**src/rtl/dds_spi_ctrl.sv**
```systemverilog
`default_nettype none
// ============================================================================
// Module      : dds_spi_ctrl
// Description : SPI (mode 0, MSB first) slave that loads a 48-bit phase
//               increment into a DDS compiler. 56-bit frames carry an 8-bit
//               command and a 48-bit payload. A staged/active register pair
//               allows a value to be staged and committed later. Every frame
//               reads back {status, active_pinc} on miso.
// Ports       : clk       - system clock, rising edge
//               rst_n     - synchronous active-low reset
//               sck       - SPI clock (async, <= clk/8)
//               mosi      - SPI data in (async)
//               ssel      - SPI select, active-low (async)
//               miso      - SPI readback data
//               dds_we    - one-cycle DDS write strobe
//               dds_data  - active phase increment
//               frame_err - one-cycle pulse on a bad frame
//               led       - commit counter
// Revision    : 1.0 - initial release
// ============================================================================
module dds_spi_ctrl #(
    parameter int unsigned  SYNC_STAGES  = 2,
    parameter logic [47:0]  DEFAULT_PINC = 48'h0000218DEF41
) (
    input  logic        clk,
    input  logic        rst_n,
    input  logic        sck,
    input  logic        mosi,
    input  logic        ssel,
    output logic        miso,
    output logic        dds_we,
    output logic [47:0] dds_data,
    output logic        frame_err,
    output logic [7:0]  led
);

    localparam logic [5:0] c_FRAME_BITS = 6'd56;
    localparam logic [5:0] c_CNT_SAT    = 6'd57;

    typedef enum logic [1:0] {
        IDLE  = 2'd0,
        SHIFT = 2'd1,
        EXEC  = 2'd2,
        LOAD  = 2'd3
    } state_t;

    // ------------------------------------------------------------------
    // Input synchronizers and edge detection
    // ------------------------------------------------------------------
    logic [SYNC_STAGES-1:0] sck_sync_q,  sck_sync_d;
    logic [SYNC_STAGES-1:0] mosi_sync_q, mosi_sync_d;
    logic [SYNC_STAGES-1:0] ssel_sync_q, ssel_sync_d;
    logic                   sck_prev_q,  ssel_prev_q;

    logic w_sck_s, w_mosi_s, w_ssel_s;
    logic w_sck_rise, w_sck_fall, w_ssel_rise;

    assign sck_sync_d  = {sck_sync_q[SYNC_STAGES-2:0],  sck};
    assign mosi_sync_d = {mosi_sync_q[SYNC_STAGES-2:0], mosi};
    assign ssel_sync_d = {ssel_sync_q[SYNC_STAGES-2:0], ssel};

    assign w_sck_s     = sck_sync_q[SYNC_STAGES-1];
    assign w_mosi_s    = mosi_sync_q[SYNC_STAGES-1];
    assign w_ssel_s    = ssel_sync_q[SYNC_STAGES-1];

    assign w_sck_rise  = w_sck_s  & ~sck_prev_q;
    assign w_sck_fall  = ~w_sck_s & sck_prev_q;
    assign w_ssel_rise = w_ssel_s & ~ssel_prev_q;

    // ------------------------------------------------------------------
    // Control state
    // ------------------------------------------------------------------
    state_t      state_q,     state_d;
    logic [5:0]  bit_cnt_q,   bit_cnt_d;
    logic [55:0] rx_q,        rx_d;
    logic [55:0] tx_q,        tx_d;
    logic [47:0] staged_q,    staged_d;
    logic [47:0] active_q,    active_d;
    logic [7:0]  led_q,       led_d;
    logic        sticky_q,    sticky_d;
    logic        frame_err_q, frame_err_d;
    logic        dds_we_q,    dds_we_d;
    logic        miso_q,      miso_d;

    logic [7:0]  w_status;
    logic [7:0]  w_cmd;
    logic [47:0] w_payload;

    assign w_status  = {5'b0, sticky_q, (staged_q != active_q), 1'b1};
    assign w_cmd     = rx_q[55:48];
    assign w_payload = rx_q[47:0];

    always_comb begin
        state_d     = state_q;
        bit_cnt_d   = bit_cnt_q;
        rx_d        = rx_q;
        tx_d        = tx_q;
        staged_d    = staged_q;
        active_d    = active_q;
        led_d       = led_q;
        sticky_d    = sticky_q;
        frame_err_d = 1'b0;
        dds_we_d    = 1'b0;
        miso_d      = 1'b0;

        case (state_q)
            IDLE: begin
                // Level-sensitive so a select that went low during EXEC/LOAD
                // is still picked up here.
                if (!w_ssel_s) begin
                    state_d   = SHIFT;
                    bit_cnt_d = 6'd0;
                    tx_d      = {w_status, active_q};
                end
            end
            SHIFT: begin
                if (w_sck_rise) begin
                    rx_d = {rx_q[54:0], w_mosi_s};
                    if (bit_cnt_q != c_CNT_SAT) begin
                        bit_cnt_d = bit_cnt_q + 6'd1;
                    end
                end
                if (w_sck_fall) begin
                    tx_d = {tx_q[54:0], 1'b0};
                end
                // Uses bit_cnt_d so a final sck rise coincident with the
                // select rise is counted before the length check.
                if (w_ssel_rise) begin
                    if (bit_cnt_d == c_FRAME_BITS) begin
                        state_d = EXEC;
                    end else begin
                        state_d     = IDLE;
                        frame_err_d = 1'b1;
                    end
                end
            end
            EXEC: begin
                case (w_cmd)
                    8'h00: begin
                        sticky_d = 1'b0;
                        state_d  = IDLE;
                    end
                    8'h01: begin
                        staged_d = w_payload;
                        state_d  = IDLE;
                    end
                    8'h02: begin
                        active_d = staged_q;
                        state_d  = LOAD;
                    end
                    8'h03: begin
                        staged_d = w_payload;
                        active_d = w_payload;
                        state_d  = LOAD;
                    end
                    default: begin
                        frame_err_d = 1'b1;
                        sticky_d    = 1'b1;
                        state_d     = IDLE;
                    end
                endcase
            end
            LOAD: begin
                state_d = IDLE;
            end
            default: begin
                state_d = IDLE;
            end
        endcase

        // The strobe is registered on entry to LOAD so it is high during the
        // LOAD cycle. Reset parks the FSM in LOAD without having entered it,
        // so a LOAD cycle with no strobe yet issues it one cycle late; this
        // produces the single post-reset commit of DEFAULT_PINC.
        dds_we_d = (state_d == LOAD) || ((state_q == LOAD) && !dds_we_q);
        if (dds_we_d) begin
            led_d = led_q + 8'd1;
        end

        if (!w_ssel_s && (state_d == SHIFT)) begin
            miso_d = tx_d[55];
        end
    end

    always_ff @(posedge clk) begin
        if (!rst_n) begin
            sck_sync_q  <= '0;
            mosi_sync_q <= '0;
            ssel_sync_q <= '1;
            sck_prev_q  <= 1'b0;
            ssel_prev_q <= 1'b1;
            state_q     <= LOAD;
            bit_cnt_q   <= 6'd0;
            rx_q        <= '0;
            tx_q        <= '0;
            staged_q    <= DEFAULT_PINC;
            active_q    <= DEFAULT_PINC;
            led_q       <= 8'hFF;
            sticky_q    <= 1'b0;
            frame_err_q <= 1'b0;
            dds_we_q    <= 1'b0;
            miso_q      <= 1'b0;
        end else begin
            sck_sync_q  <= sck_sync_d;
            mosi_sync_q <= mosi_sync_d;
            ssel_sync_q <= ssel_sync_d;
            sck_prev_q  <= w_sck_s;
            ssel_prev_q <= w_ssel_s;
            state_q     <= state_d;
            bit_cnt_q   <= bit_cnt_d;
            rx_q        <= rx_d;
            tx_q        <= tx_d;
            staged_q    <= staged_d;
            active_q    <= active_d;
            led_q       <= led_d;
            sticky_q    <= sticky_d;
            frame_err_q <= frame_err_d;
            dds_we_q    <= dds_we_d;
            miso_q      <= miso_d;
        end
    end

    assign miso      = miso_q;
    assign dds_we    = dds_we_q;
    assign dds_data  = active_q;
    assign frame_err = frame_err_q;
    assign led       = led_q;

endmodule
`default_nettype wire

```
**config.mk**
```make
export PLATFORM = sky130hd
export DESIGN_NAME = dds_spi_ctrl
export DESIGN_NICKNAME = d
export VERILOG_FILES = /design/src/rtl/dds_spi_ctrl.sv
export SDC_FILE = /design/constraint.sdc
export NUM_CORES = 1
export LEC_CHECK = 0
export CAP_MARGIN = 15
export CORE_AREA = 2 2 142 144
export CTS_CLUSTER_SIZE = 40
export DETAILED_ROUTE_END_ITERATION = 12
export DIE_AREA = 0 0 144 146
export GPL_ROUTABILITY_DRIVEN = 0
export GPL_TIMING_DRIVEN = 0
export PLACE_DENSITY = 0.85
export SYNTH_ARGS = -nofsm -noshare
export SYNTH_HDL_FRONTEND = slang
export SYNTH_SLANG_ARGS = --single-unit
```
**constraint.sdc**
```tcl
create_clock -name clk -period 1.99 [get_ports clk]
set_input_delay 0.2985 -clock clk [delete_from_list [all_inputs] [get_ports clk]]
set_output_delay 0.2985 -clock clk [all_outputs]
set_load 0.01 [all_outputs]
```
Word level (Yosys, flattened, before mapping)
Cells that the tools add are included.

word-level totals
  register bits after elaboration = 236
  latch bits = 0
  RAM bits = 0
  ROM bits = 0
  bits of input ports = 5
  memories = 0
  output and inout bits = 59
  logic and storage cells = 78

cells by class
  shifts and indexed selects = 0
  $lt $le $gt $ge = 0
  divide/modulo/power cells = 0
  equal/unequal tests = 13
  multiplexer cells = 19
  bitwise logic cells = 7
  $add $sub $neg = 2
  reduce and logical (&&, ||, !) cells = 20
  $mul = 0

operators with widths
  operator                                       count
  2-to-1 mux 56 bit                              2
  case mux 56 bit (2 select lines)               1
  case mux 48 bit (2 select lines)               1
  != test 48 bit                                 1
  2-to-1 mux 6 bit                               4
  == test 8 x 2 -> 1 bit, second input constant  2
  case mux 6 bit (2 select lines)                1
  AND reduction 2 bit                            6
  adder 8 x 1 -> 8 bit, second input constant    1
  == test 8 x 1 -> 1 bit, second input constant  1
  logical NOT 8 bit                              1
  2-to-1 mux 2 bit                               4
  case mux 2 bit (4 select lines)                1
  adder 6 x 1 -> 6 bit, second input constant    1
  == test 2 bit, second input constant           3
  == test 6 bit, second input constant           1
  != test 6 bit, second input constant           1
  == test 2 x 1 -> 1 bit, second input constant  2
  != test 2 bit, second input constant           2
  NOT 1 bit                                      4
  case mux 1 bit (2 select lines)                2
  nonzero test 2 bit                             2
  OR reduction 2 bit                             2
  OR reduction 4 bit                             1
  other kinds (8)                                14

Depth between registers and ports, before layout
  depth in word-level cells = 11
  depth in mapped cells = 9
  depth with buffers taken out = 8

Least setup slack after synthesis
OpenSTA, ideal clock, no wires.

  path kind = register -> register
  start point = register bit_cnt_q[0]
  end point = register led_q[3], in the netlist led[3]
  period minus slack after synthesis = 2.156 ns
  setup time = 0.121 ns
  arrival time = 2.035 ns
  cell stages (with the launch flop) = 9
  buffers on the path = 1
  data required time = 1.869 ns
  slack = -0.166 ns
  path through = dfxtp_1 -> ha_1 -> nand3b_4 -> or4_4 -> nand3_2 -> nand4_2 -> buf_6 -> a21oi_1 -> mux2_2

between the ends
  cells in the longest elaborated chain, start to end = 10
  elaborated cells between the ends (all ways) = 11
  classes of those cells = 1 x add/sub; 3 x eq/ne; 6 x mux; 1 x reduce/logical

ends and longest elaborated chain
  what                                                          line      source
  start: declaration                                            74        logic [5:0] bit_cnt_q, bit_cnt_d;
  start signal: assignment                                      210       bit_cnt_q <= bit_cnt_d;
  adder 6 x 1 -> 6 bit / != test 6 bit (equally long branches)  120, 119
  2-to-1 mux 6 bit                                              119       if (bit_cnt_q != c_CNT_SAT) begin
  2-to-1 mux 6 bit *                                            117       if (w_sck_rise) begin
  2-to-1 mux 6 bit *                                            106       case (state_q)
  == test 6 bit *                                               129       if (bit_cnt_d == c_FRAME_BITS) begin
  2-to-1 mux 2 bit *                                            129
  2-to-1 mux 2 bit *                                            128       if (w_ssel_rise) begin
  case mux 2 bit (4 select lines) *                             106
  == test 2 bit *                                               175       dds_we_d = (state_d == LOAD) || ((state_q == LOAD) && !dds_we_q);
  logical OR 1 bit *                                            175
  end signal: assignment                                        215       led_q <= led_d;
  end: declaration                                              79        logic [7:0] led_q, led_d;

Mark *: on every way between the ends. The rest lies on a longest branch, timed or not. The select of a mux whose other input is x is not followed.
A chain may end at the register's enable or synchronous reset.

Worst setup path in the final report
  start point = register state_q[0]
  end point = register led_q[3], in the netlist led[3]

between the ends
  cells in the longest elaborated chain, start to end = 4
  elaborated cells between the ends (all ways) = 10
  classes of those cells = 4 x eq/ne; 3 x mux; 3 x reduce/logical

ends and longest elaborated chain
  what                                   line      source
  start: declaration                     73        state_t state_q, state_d;
  start signal: assignment               209       state_q <= state_d;
  == test 2 bit (tied with other cells)  106, 175
  case mux 2 bit (4 select lines)        106
  == test 2 bit                          175
  logical OR 1 bit *                     175

Mark *: on every way between the ends. The rest lies on a longest branch, timed or not.

==> results.tsv <==
stage	metric	value	unit
sta	Tcrit/Tclk final	1.087	
floorplan	core box area	0.01933	mm^2
finish	fin nets	1296	
worst_hold_path	hold path start	rst_n	
critical_path	Arrival @ worst endpoint	2.57	ns
run_status	failing checks	setup timing	
sta	minimum clock period	2.164	ns
sta	fmax	0.4622	GHz
clock_tree	Clock Pin Slew Worst Setup and Hold Paths	0.06	ns
finish	share of post-route cells with drive strength above 1	0.1598	
worst_hold_path	WHS Path Cells	3	
run_status	outcome	finished with violations	
finish	most frequent cells in the layout	270 x nand2_1, 229 x dfxtp_1, 88 x a21boi_0	
critical_path	crit path max fanout	8	
global_routing	Overflow after GRT	0	
place	Detail Placement HPWL	19460	um
pwr	leakage power	5.078	nW
yosys	flops & latches, synth	236	
critical_path	CP Launch Type	register	
sta	setup ws final	-0.1738	ns
floorplan	Die Footprint	0.02102	mm^2
finish	Final Core Density	0.6770	
floorplan	Die Span Y	146	um
sta	RSZ-0062 raised after global routing	true	
finish	fill count	1389	
critical_path	Worst Reg2Reg Path Length in Cells	9	
yosys	Synth Flop Type	dfxtp_1	
pwr	maximum vdd drop	675.6	uV
yosys	warnings from Yosys	0	
clock_tree	clk_lat worst skew	0.53	ns
sta	setup_tns	-2.476	ns
detailed_routing	DR DRC count	0	
critical_path	Setup CP Type	register to register	
sta	final hold vios	0	
yosys	Syn Nets	1183	
critical_path	Worst EP required	2.40	ns
place	Area after DPL	0.01140	mm^2
detailed_routing	vias post-DR	9439	
yosys	mapped cell area	0.01043	mm^2
place	Port Buffers	62	
yosys	synthesized area per cell	8.909	um^2
detailed_routing	Iteration-0 DRC Markers	960	
floorplan	# rows	51	
sta	Slew @ Worst Pin	0.7728	ns
yosys	EDFF count, synth	0	
critical_path	r2r setup slk	-0.17	ns
floorplan	Die W	144	um
sta	Relative slew margins	0.4848	
flow_run	Max-Cap Viols	0	
yosys	post-synthesis async set-or-reset flop share	0	
pwr	Seq pwr share	0.453	
sta	Setup Viol. Count Final	58	
global_routing	Total GRT Usage	0.2763	
pwr	switching power share of the total	0.2495	
clock_tree	buffer levels on the longest clock path	3	
yosys	Seq/Total Area, Yosys	0.4529	
sta	Max Transition Viols Final	0	
clock_tree	Root Buffer	clkbuf_16	
finish	Multi-input gate area	0.005669	mm^2
global_routing	initial antenna violation count	0	
critical_path	Worst Setup End Kind	register	
detailed_routing	overall routed net length	30750	um
floorplan	num ports	64	
critical_path	FF-to-FF End	led[3]	
pwr	internal power	8.461	mW
detailed_routing	drt pass-1 iters	5	
clock_tree	CTS tree	built	
global_routing	largest net degree at the start of global routing	14	
critical_path	RR Startpoint	state_q[0]	
global_routing	vias in the first global route	8764	
finish	Antenna Cells	0	
pwr	Switching Power	2.812	mW
finish	final non-filler cell area	0.01309	mm^2
worst_hold_path	Hold Crit Class	primary input to register	
detailed_routing	Avg WL per Cell	19.62	um
finish	area delta synth->final	25.46	%
detailed_routing	DR vias/cell	6.024	
finish	register area	0.004741	mm^2
worst_hold_path	Hold EP	led[6]	
clock_tree	TritonCTS Buffers	25	
floorplan	initial core utilization	0.5396	
yosys	post-synth cell types	59	
pwr	power per cell area	861.3	mW/mm^2
yosys	cell count after synthesis	1171	
finish	commonest non-fill, non-tap cell in the layout	nand2_1	
pwr	Logic pwr share	0.120	
clock_tree	H-Tree Depth	1	
pwr	clock power share	0.427	
detailed_routing	remaining antenna violation count	0	
global_routing	first-pass GRT wire length	46650	um
sta	Worst Skew	0.009392	ns
clock_tree	clock sink count	236	
## what timing repair did
action | in CTS | in global routing
gates cloned | 0 | 2
resized for setup | 89 | 129
endpoints found under the setup margin | 187 | 196
buffers inserted | 16 | 7
hold buffers | 0 | 0
pin swaps | 7 | 8
## registers in the layout, summed over array words and instances (netlist names)
name	cells
miso	1
state_q	2
ssel_sync_q	2
dds_we	1
mosi_sync_q	2
staged_q	48
led	8
sck_sync_q	2
ssel_prev_q	1
sticky_q	1
tx_q	56
frame_err	1
sck_prev_q	1
dds_data	48
bit_cnt_q	6
rx_q	56
## how the worst max path moves through the flow
stage,end,slack (ns),start,depth (start not counted)
after floorplan,led[3],-0.04,bit_cnt_q[1],9
after global placement,tx_q[12],-0.86,state_q[0],8
after detailed placement,tx_q[18],-0.91,state_q[0],8
after CTS,led[3],-0.14,bit_cnt_q[1],9
after global routing,led[3],-0.22,state_q[0],9
final,led[3],-0.17,state_q[0],9
## synthesized netlist by cell type, types with 2 or more instances
cell	count	share of area
nand2b_1	11	0.0066
nor2_1	62	0.022
a31oi_1	4	0.0024
buf_2	8	0.0038
mux2i_1	49	0.047
inv_1	9	0.0032
a221oi_1	48	0.040
clkbuf_1	72	0.026
o211a_1	34	0.033
a22oi_1	6	0.0043
a21oi_1	12	0.0058
nor3b_1	48	0.035
a21boi_0	95	0.068
nor2b_1	12	0.0072
nor4_1	4	0.0024
a21o_1	2	0.0014
and2_1	8	0.0048
buf_6	6	0.0065
o21ai_0	10	0.0048
a311oi_1	2	0.0017
nand4_1	18	0.011
nand2_1	275	0.099
o2111ai_1	2	0.0017
mux2_2	2	0.0022
buf_4	2	0.0014
nand3_1	22	0.011
buf_1	5	0.0018
and3_1	5	0.0030
ha_1	7	0.0084
dfxtp_1	236	0.45
o211ai_1	17	0.012
xnor2_1	51	0.043
## per-stage QoR
stage	hold WS (ns)	instances	setup WS, ns	total power [mW]
5_1_grt	0.2321	1567	-0.2216	11.63
2_1_floorplan	0.3863	1171	-0.04368	5.959
3_3_place_gp	0.3996	1498	-0.8621	6.279
4_1_cts	0.2009	1558	-0.1385	11.12
3_5_place_dp	0.3968	1498	-0.9088	6.325
6_report	0.2252	1567	-0.1738	11.27
## power by group through the flow
stage / Combinational, mW / Clock [mW] / Sequential (mW)
2_1_floorplan: 0.779 / 0 / 5.18
3_3_place_gp: 1.10 / 0 / 5.18
3_5_place_dp: 1.14 / 0 / 5.19
4_1_cts: 1.22 / 4.81 / 5.09
5_1_grt: 1.45 / 5.04 / 5.13
6_report: 1.35 / 4.81 / 5.11
## final cells by class
type	count	area share
tap	265	0.02533
inverter	9	0.002581
multi-input combinational	833	0.4331
clock inverter	5	0.006022
clock buffer	40	0.05898
sequential	236	0.3622
timing repair buffer	87	0.06510
buffer	92	0.04665
## worst max-delay path, stage by stage (launching register included)
cell      delay, ns
dfxtp_4        0.37
inv_2          0.11
ha_4           0.18
and4bb_2       0.30
nand2_4        0.10
a211oi_4       0.25
nand4_4        0.13
buf_6          0.17
a21oi_4        0.12
mux2_4         0.30
## kinds of logic after synthesis
family          share of synthesized area
simple gates                       0.2153
buf+inv                           0.04270
compound gates                     0.1888
fa+ha+maj                        0.008395
mux                               0.04917
xor+xnor                          0.04282
flops                              0.4529
## per-layer routing
metal	up-vias	global-route usage	routed length [um]
met5	-	0	0
met4	0	0.1152	1112
li1	4321	-	-
met3	82	0.03883	2747
met2	480	0.4390	14440
met1	4556	0.3763	12450
(Power assumes the default switching activity.)
